File: src/rtl/divider_ctrl_if.sv
// Config handshake and status bundle for the divided-clock/tick controller.
interface divider_ctrl_if #(
    parameter int unsigned WIDTH = 28,
    parameter int unsigned CNT_W = 16
);
    logic             cfg_valid;
    logic             cfg_ready;
    logic [WIDTH-1:0] cfg_half_period;
    logic [CNT_W-1:0] cfg_pulses;
    logic             start;
    logic             stop;
    logic             div_out;
    logic             tick;
    logic             busy;
    logic             done;
    logic             pending;

    // Controller-facing side (drives config and commands).
    modport master (
        output cfg_valid, cfg_half_period, cfg_pulses, start, stop,
        input  cfg_ready, div_out, tick, busy, done, pending
    );

    // Divider-facing side (the controller itself).
    modport slave (
        input  cfg_valid, cfg_half_period, cfg_pulses, start, stop,
        output cfg_ready, div_out, tick, busy, done, pending
    );
endinterface

File: src/rtl/divider_ctrl.sv
// Run-time controller for a programmable divided clock / tick generator.
// New config is staged in a shadow register while running and only takes
// effect on a half-period boundary, so div_out never glitches.
module divider_ctrl #(
    parameter int unsigned WIDTH     = 28,
    parameter int unsigned DEFAULT_N = 2147727,
    parameter int unsigned CNT_W     = 16
) (
    input  logic               clk,
    input  logic               rst,
    divider_ctrl_if.slave      bus
);

    // Half-period is stored as N-1 so the boundary test is a plain compare.
    localparam logic [WIDTH-1:0] DEFAULT_NM1 =
        (DEFAULT_N == 0) ? '0 : WIDTH'(DEFAULT_N - 1);
    localparam logic [CNT_W-1:0] PCNT_MAX = {CNT_W{1'b1}};

    typedef enum logic [1:0] {
        S_IDLE     = 2'd0,
        S_RUN      = 2'd1,
        S_STOPPING = 2'd2
    } state_t;

    state_t           state, state_nxt;
    logic [WIDTH-1:0] cnt, cnt_nxt;
    logic [WIDTH-1:0] act_nm1, act_nm1_nxt;
    logic [CNT_W-1:0] act_pulses, act_pulses_nxt;
    logic [WIDTH-1:0] sh_nm1, sh_nm1_nxt;
    logic [CNT_W-1:0] sh_pulses, sh_pulses_nxt;
    logic [CNT_W-1:0] pcnt, pcnt_nxt;
    logic             div_q, div_nxt;
    logic             tick_q, tick_nxt;
    logic             done_q, done_nxt;
    logic             busy_q, busy_nxt;
    logic             pending_q, pending_nxt;
    logic             ready_q, ready_nxt;

    logic             accept;
    logic             at_bound;
    logic             finish_run;
    logic [WIDTH-1:0] cfg_nm1;
    logic [CNT_W-1:0] eff_pulses;

    assign bus.div_out   = div_q;
    assign bus.tick      = tick_q;
    assign bus.done      = done_q;
    assign bus.busy      = busy_q;
    assign bus.pending   = pending_q;
    assign bus.cfg_ready = ready_q;

    // State and datapath registers.
    always_ff @(posedge clk or posedge rst) begin
        if (rst) begin
            state      <= S_IDLE;
            cnt        <= '0;
            act_nm1    <= DEFAULT_NM1;
            act_pulses <= '0;
            sh_nm1     <= '0;
            sh_pulses  <= '0;
            pcnt       <= '0;
            div_q      <= 1'b0;
            tick_q     <= 1'b0;
            done_q     <= 1'b0;
            busy_q     <= 1'b0;
            pending_q  <= 1'b0;
            ready_q    <= 1'b1;
        end else begin
            state      <= state_nxt;
            cnt        <= cnt_nxt;
            act_nm1    <= act_nm1_nxt;
            act_pulses <= act_pulses_nxt;
            sh_nm1     <= sh_nm1_nxt;
            sh_pulses  <= sh_pulses_nxt;
            pcnt       <= pcnt_nxt;
            div_q      <= div_nxt;
            tick_q     <= tick_nxt;
            done_q     <= done_nxt;
            busy_q     <= busy_nxt;
            pending_q  <= pending_nxt;
            ready_q    <= ready_nxt;
        end
    end

    // Next-state, counter sequencing and config staging.
    always_comb begin
        state_nxt      = state;
        cnt_nxt        = cnt;
        act_nm1_nxt    = act_nm1;
        act_pulses_nxt = act_pulses;
        sh_nm1_nxt     = sh_nm1;
        sh_pulses_nxt  = sh_pulses;
        pcnt_nxt       = pcnt;
        div_nxt        = div_q;
        tick_nxt       = 1'b0;
        done_nxt       = 1'b0;
        pending_nxt    = pending_q;
        finish_run     = 1'b0;

        accept     = bus.cfg_valid & ready_q;
        // A half-period of 0 is treated as 1.
        cfg_nm1    = (bus.cfg_half_period == '0) ? '0
                                                 : bus.cfg_half_period - WIDTH'(1);
        at_bound   = (cnt == act_nm1);
        // Terminal count check sees the pulse target as it will be after a
        // shadow copy on this same boundary.
        eff_pulses = pending_q ? sh_pulses : act_pulses;

        case (state)
            S_IDLE: begin
                if (accept) begin
                    act_nm1_nxt    = cfg_nm1;
                    act_pulses_nxt = bus.cfg_pulses;
                end
                if (bus.start) begin
                    state_nxt = S_RUN;
                    cnt_nxt   = '0;
                    pcnt_nxt  = '0;
                    div_nxt   = 1'b0;
                end
            end

            S_RUN: begin
                if (at_bound) begin
                    cnt_nxt  = '0;
                    div_nxt  = ~div_q;
                    tick_nxt = 1'b1;
                    if (pending_q) begin
                        act_nm1_nxt    = sh_nm1;
                        act_pulses_nxt = sh_pulses;
                        pending_nxt    = 1'b0;
                    end
                    if (!div_q) begin
                        if (pcnt != PCNT_MAX) begin
                            pcnt_nxt = pcnt + CNT_W'(1);
                        end
                    end else if ((eff_pulses != '0) && (pcnt == eff_pulses)) begin
                        finish_run = 1'b1;
                    end
                end else begin
                    cnt_nxt = cnt + WIDTH'(1);
                end

                if (finish_run) begin
                    state_nxt = S_IDLE;
                    done_nxt  = 1'b1;
                    // Back in IDLE a fresh config goes straight to the active set.
                    if (accept) begin
                        act_nm1_nxt    = cfg_nm1;
                        act_pulses_nxt = bus.cfg_pulses;
                    end
                end else begin
                    if (accept) begin
                        sh_nm1_nxt    = cfg_nm1;
                        sh_pulses_nxt = bus.cfg_pulses;
                        pending_nxt   = 1'b1;
                    end
                    if (bus.stop) begin
                        state_nxt = S_STOPPING;
                    end
                end
            end

            S_STOPPING: begin
                if (!div_q) begin
                    state_nxt = S_IDLE;
                    done_nxt  = 1'b1;
                    cnt_nxt   = '0;
                end else if (at_bound) begin
                    state_nxt = S_IDLE;
                    done_nxt  = 1'b1;
                    cnt_nxt   = '0;
                    div_nxt   = 1'b0;
                    tick_nxt  = 1'b1;
                end else begin
                    cnt_nxt = cnt + WIDTH'(1);
                end
                // Shadow held through the stop is applied as we reach IDLE.
                if ((state_nxt == S_IDLE) && pending_q) begin
                    act_nm1_nxt    = sh_nm1;
                    act_pulses_nxt = sh_pulses;
                    pending_nxt    = 1'b0;
                end
            end

            default: begin
                state_nxt = S_IDLE;
                div_nxt   = 1'b0;
                cnt_nxt   = '0;
            end
        endcase

        busy_nxt  = (state_nxt != S_IDLE);
        ready_nxt = (state_nxt != S_STOPPING);
    end

endmodule
File: src/flat_wrapper.sv
// flat-port wrapper written by rule: the top's interface ports become plain ports
module divider_ctrl_flat 
#(
    parameter int unsigned WIDTH     = 28,
    parameter int unsigned DEFAULT_N = 2147727,
    parameter int unsigned CNT_W     = 16
)
  (clk, rst, bus_cfg_valid, bus_cfg_half_period, bus_cfg_pulses, bus_start, bus_stop, bus_cfg_ready, bus_div_out, bus_tick, bus_busy, bus_done, bus_pending);
  divider_ctrl_if #(.WIDTH(WIDTH), .CNT_W(CNT_W)) bus_i ();
  input  logic clk;
  input  logic rst;
  input wire logic [$bits(bus_i.cfg_valid)-1:0] bus_cfg_valid;
  input wire logic [$bits(bus_i.cfg_half_period)-1:0] bus_cfg_half_period;
  input wire logic [$bits(bus_i.cfg_pulses)-1:0] bus_cfg_pulses;
  input wire logic [$bits(bus_i.start)-1:0] bus_start;
  input wire logic [$bits(bus_i.stop)-1:0] bus_stop;
  output wire logic [$bits(bus_i.cfg_ready)-1:0] bus_cfg_ready;
  output wire logic [$bits(bus_i.div_out)-1:0] bus_div_out;
  output wire logic [$bits(bus_i.tick)-1:0] bus_tick;
  output wire logic [$bits(bus_i.busy)-1:0] bus_busy;
  output wire logic [$bits(bus_i.done)-1:0] bus_done;
  output wire logic [$bits(bus_i.pending)-1:0] bus_pending;
  assign bus_i.cfg_valid = bus_cfg_valid;
  assign bus_i.cfg_half_period = bus_cfg_half_period;
  assign bus_i.cfg_pulses = bus_cfg_pulses;
  assign bus_i.start = bus_start;
  assign bus_i.stop = bus_stop;
  assign bus_cfg_ready = bus_i.cfg_ready;
  assign bus_div_out = bus_i.div_out;
  assign bus_tick = bus_i.tick;
  assign bus_busy = bus_i.busy;
  assign bus_done = bus_i.done;
  assign bus_pending = bus_i.pending;
  divider_ctrl #(.WIDTH(WIDTH), .DEFAULT_N(DEFAULT_N), .CNT_W(CNT_W)) u_core (.clk(clk), .rst(rst), .bus(bus_i));
endmodule
File: config.mk
export PLATFORM = sky130hd
export DESIGN_NAME = divider_ctrl_flat
export DESIGN_NICKNAME = d
export VERILOG_FILES = /design/src/rtl/divider_ctrl_if.sv /design/src/rtl/divider_ctrl.sv /design/src/flat_wrapper.sv
export SDC_FILE = /design/constraint.sdc
export NUM_CORES = 1
export LEC_CHECK = 0
export BUFFER_PORTS_ARGS = -buffer_cell sky130_fd_sc_hd__buf_4
export CORE_MARGIN = 2
export CORE_UTILIZATION = 40
export CTS_CLUSTER_DIAMETER = 80
export DETAILED_ROUTE_END_ITERATION = 12
export GPL_ROUTABILITY_DRIVEN = 0
export SKIP_LAST_GASP = 1
export SYNTH_ARGS = -nofsm -noshare
export SYNTH_HDL_FRONTEND = slang
export SYNTH_SLANG_ARGS = --single-unit
File: constraint.sdc
create_clock -name clk -period 6.4 [get_ports clk]
set_input_delay 0.32 -clock clk [delete_from_list [all_inputs] [get_ports clk]]
set_output_delay 0.32 -clock clk [all_outputs]
set_load 0.03 [all_outputs]
== Word-level counts from Yosys, hierarchy flattened ==
Cells that the tools add are included.
W data, S select, Z words.
Storage, ports and cells
  register bits: 140
  bits of input ports: 49
  output and inout port bits: 6
Cells by class
  add/sub/neg operators: 3
  eq/ne operators: 12
  muxes and demuxes: 51
  bitwise logic cells: 3
  reductions and logical operators: 15
Operators by type and width (number)
  $mux W28: 10
  $pmux W28 S3: 2
  $mux W16: 10
  $pmux W16 S3: 1
  $pmux W16 S2: 1
  $add A28 B1 Y28 const B: 1
  $eq A28 B28 Y1: 1
  $logic_not A28 Y1: 1
  $sub A28 B1 Y28 const B: 1
  $add A16 B1 Y16 const B: 1
  $eq A16 B16 Y1: 1
  $mux W1: 16
  $ne A16 B16 Y1 const B: 1
  $reduce_bool A16 Y1: 1
  $mux W2: 6
  $ne A2 B1 Y1 const B: 4
  $ne A2 B2 Y1 const B: 3
  $pmux W1 S2: 3
  $pmux W2 S3: 1
  $reduce_and A3 Y1: 2
  $reduce_bool A2 Y1: 3
  $reduce_and A5 Y1: 1
  $logic_not A2 Y1: 2
  $reduce_and A2 Y1: 2
  7 further kinds: 9

== Longest topological paths before layout ==
  depth in word-level cells: 10
  depth in mapped cells: 11
  gate-level depth less buffers: 9

== Least setup slack after synthesis ==
OpenSTA, ideal clock, no wires.
  path type: register to register
  start point: reg u_core.pending_q, in the netlist u_core.bus.pending
  end point: reg u_core.sh_nm1[0]
  arrival time: 2.687 ns
  slack: 3.588 ns
  stages on the path, launching flop included: 12
  path buffers: 4
  clock period less this slack: 2.812 ns
  cell sequence: dfrtp_1 > buf_6 > buf_6 > mux2i_1 > xnor2_1 > nor4_1 > nand4_1 > or2_1 > and3_1 > buf_6 > buf_6 > mux2_4
On the way
  word-level cells in the longest chain between the ends: 9
  elaborated cells on any way between the ends: 10
RTL lines
  start, declared: line divider_ctrl.sv:36  | logic pending_q, pending_nxt;
  start signal, assigned: line divider_ctrl.sv:80  | pending_q <= pending_nxt;
  $mux W16 *: line divider_ctrl.sv:107  | eff_pulses = pending_q ? sh_pulses : act_pulses;
  $eq A16 B16 Y1 or $reduce_bool A16 Y1 (tied branches): line divider_ctrl.sv:137  | end else if ((eff_pulses != '0) && (pcnt == eff_pulses)) begin
  $logic_and A1 B1 Y1 *: line divider_ctrl.sv:137
  $mux W1 *: line divider_ctrl.sv:137
  $mux W1 *: line divider_ctrl.sv:133  | if (!div_q) begin
  $mux W1 *: line divider_ctrl.sv:124  | if (at_bound) begin
  $mux W1 *: line divider_ctrl.sv:109  | case (state)
  $not A1 Y1 (no line) *
  $reduce_and A3 Y1 (no line) *
  end signal, assigned: line divider_ctrl.sv:73  | sh_nm1 <= sh_nm1_nxt;
  end, declared: line divider_ctrl.sv:29  | logic [WIDTH-1:0] sh_nm1, sh_nm1_nxt;
Every way passes the cells marked *; elsewhere a longest branch is shown, timed or not. The select of a mux whose other input is x is not followed.
A chain may end at the register's enable or synchronous reset.

== Worst setup path in the final report ==
  start point: reg u_core.act_nm1[7]
  end point: reg u_core.act_nm1[0]
On the way
  word-level cells in the longest chain between the ends: 8
  elaborated cells on any way between the ends: 14
RTL lines
  start, declared: line divider_ctrl.sv:27  | logic [WIDTH-1:0] act_nm1, act_nm1_nxt;
  start signal, assigned: line divider_ctrl.sv:71  | act_nm1 <= act_nm1_nxt;
  $eq A28 B28 Y1 *: line divider_ctrl.sv:104  | at_bound = (cnt == act_nm1);
  $mux W2: line divider_ctrl.sv:169  | end else if (at_bound) begin
  $mux W2: line divider_ctrl.sv:165  | if (!div_q) begin
  $mux W2: line divider_ctrl.sv:109
  $logic_not A2 Y1: line divider_ctrl.sv:179  | if ((state_nxt == S_IDLE) && pending_q) begin
  $logic_and A1 B1 Y1: line divider_ctrl.sv:179
  $ne A2 B1 Y1 (no line)
  $reduce_and A3 Y1 (no line)
Marked as above.

==> impl_metrics.toml <==
[outcome]
outcome = "completed"

[synth]
synth_compound_area_share_pct = 17.21
synth_warnings = 0
synth_cells = 881
netlist_area_sq_um = 8492
synth_mux_area_share_pct = 9.076
synth_area_leader_cell = "dfrtp_1"
syn_area_per_cell_sq_um = 9.639
synth_xor_area_share_pct = 7.632
synth-main-ff-cell = "dfrtp_1"
ys_ff_latch = 140
synth_edf_count = 0
async_reset_ff_share_pct = 100.0
synth.area.top_cells = "dfrtp_1 38%, xnor2_1 7.2%, mux2i_1 5.5%, a221o_1 5.2%, a211oi_1 3.6%"
yosysMostFrequentCell = "dfrtp_1"
ys_seq_area_share_pct = 41.40
synth.distinct_cells = 62
syn_nets = 938
synth_top_family_by_area = "simple AND/OR/NAND/NOR gates"
synth.top_cells.by_count = "130 x dfrtp_1, 70 x xnor2_1, 57 x nand2_1, 54 x inv_1, 54 x o21ai_0"
synthAdderAreaFrac_pct = 1.179
synthSimpleGateAreaFrac_pct = 17.75
synth_top_area_share_pct = 38.31

[clock_tree]
clk_pin_slew_worst_paths_ns = 0.06
numCtsBuffers = 17
root_buffer = "clkbuf_16"
postCtsHoldBufs = 0
cts_resized = 0
post_cts_buffers = 0
cts_tree = "built"
clock_tree.buffer_depth = 2
clk_latency_ns = 0.42
htree_levels = 4
cts.sinks = 140

[routing]
wl_met3_mm = 1.017
top_layer = "met4"
first_pass_iters = 7
wl_met2_mm = 9.408
antenna_left = 0
drc_errors = 0
via_per_inst = 5.742
totalWireLength_mm = 21.88
num_vias = 6845
wl_met1_mm = 11.24
drtIter0Drc = 761
wl_per_cell_um = 18.35

[sta]
fin_hold_ws_ns = 0.03190
skew_ns = 0.007605
fmax_mhz = 270.7
fin_crit_ns = 3.694
final.setup.tns_ns = 0
tightestPinTransition_ns = 1.045
slew_headroom_pct = 30.33
finalMaxSlewViolations = 0
hold_viol = 0
setup_viol = 0
rsz0062_at_grt = "false"
setup_slack_ns = 2.706
fin_crit_sh_pct = 57.72

[power_and_ir_drop]
power.density_nw_per_um2 = 433.3
p_switching_mw = 1.617
p_leak_nw = 3.917
ir_worst_vdd_uv = 374.0
seqPwrFrac_pct = 36.3
swShare_pct = 38.77
finalPower_mw = 4.172
combPwrFrac_pct = 40.4
p_int_mw = 2.554
clkPwrFrac_pct = 23.3

[layout]
layout.nets = 962
syn_to_final_growth_pct = 13.38
diodes = 0
layout-drive-gt1-share_pct = 15.49
fin_cells = 1192

[floorplanning]
ios = 55
core_sq_um = 20960
die_x_um = 149.7
start_util_pct = 40.52
die_h_um = 149.7
die_area_sq_um = 22410
num_rows = 53

[worst_setup_path]
startpoint = "u_core.act_nm1[7]$_DFFE_PP1P_"
cp-end-kind = "flip-flop"
path_class = "reg2reg"
rr_worst_depth = 8
cp.required_ns = 6.76
crit_end = "u_core.act_nm1[0]$_DFFE_PP0P_"
cp_max_fo = 45
worstPathArrival_ns = 4.05
start_kind = "flip-flop"
rrSetupSlack_ns = 2.71
r2r_end = "u_core.act_nm1[0]$_DFFE_PP0P_"
r2r-start = "u_core.act_nm1[7]$_DFFE_PP1P_"

[place]
post-place-ws_ns = 2.737
place_inst = 1161
port_buffers = 54
dpl.hpwl_mm = 14.76

[grt]
antenna_found_initial = 0
grt_pass1_vias = 6528
grt-ovfl-total = 0
grt_max_degree = 89
track_usage_pct = 20.49
grt_pass1_wl_mm = 36.18

[min_path]
hp-class = "in2async"

[flow_run]
drv_cap = 0
==> cells in the final DEF, fill, tap and decap left out, drive strengths merged, types with 41 or more instances in the layout <==
cell type  instances
mux2i             47
inv               54
nand2             57
nor2              53
dfrtp            130
xnor2             70
a221o             44
a211oi            41
o21ai             55
buf               63
==> power groups by stage <==
| stage | logic (mW) | registers, mW | clock network [mW] |
|---|---|---|---|
| 2_1_floorplan | 1.36 | 1.40 | 0 |
| 3_3_place_gp | 1.67 | 1.52 | 0 |
| 3_5_place_dp | 1.68 | 1.52 | 0 |
| 4_1_cts | 1.69 | 1.51 | 0.989 |
| 5_1_grt | 1.85 | 1.55 | 1.03 |
| 6_report | 1.69 | 1.51 | 0.972 |
==> sequential cells by signal, indices dropped and copies added, names as in the netlist <==
register	flops
u_core.sh_nm1	28
u_core.sh_pulses	16
u_core.bus.cfg_ready	1
u_core.bus.busy	1
u_core.act_pulses	16
u_core.bus.done	1
u_core.bus.tick	1
u_core.cnt	28
u_core.state	2
u_core.bus.div_out	1
u_core.bus.pending	1
u_core.act_nm1	28
u_core.pcnt	16
==> metrics by stage <==
stage	utilization [%]	cell area (sq um)
CTS	45.95	9628
detailed placement	43.19	9051
global route	45.95	9628
global placement	43.19	9051
floorplan	-	8492
finish	45.95	9628
==> worst min-delay path by stage <==
stage and end:
6_report u_core.cnt[5]$_DFFE_PP0P_, 5_1_grt u_core.cnt[5]$_DFFE_PP0P_, 4_1_cts u_core.cnt[7]$_DFFE_PP0P_, 3_5_place_dp u_core.act_nm1[20]$_DFFE_PP0P_, 3_3_place_gp u_core.act_nm1[13]$_DFFE_PP0P_, 2_1_floorplan u_core.sh_pulses[10]$_DFFE_PP0P_
==> worst max-delay path, cell delays in order (launching register included) <==
cell      delay (ns)
dfstp_2         0.56
xnor2_1         0.13
nand4_1         0.17
nor4_4          0.62
a221oi_1        0.36
or2_2           0.72
a21oi_4         0.31
buf_4           0.45
a221o_1         0.25
==> layout make-up <==
| class | count | area [sq um] |
|---|---|---|
| tap | 275 | 344.1 |
| clock inverter | 11 | 120.1 |
| timing repair buffer | 63 | 473.0 |
| sequential | 140 | 3516 |
| fill | 2041 | 11330 |
| clock buffer | 20 | 456.7 |
| inverter | 54 | 207.7 |
| multi-input combinational | 629 | 4511 |
==> metal layers <==
metal	GRT usage, %	vias to the layer above
met5	0	-
met2	29.01	172
li1	-	3278
met3	3.659	15
met1	31.70	3380
met4	5.991	0
==> cells by family (layout without fill, tap and decap cells) <==
kind of cell    count (synthesis)  after routing
compound gates                201            201
xor+xnor                       74             74
fa+ha+maj                       8              8
buf+inv                       112            148
flops                         140            140
mux                            68             68
simple gates                  278            278
(Power assumes the default switching activity.)
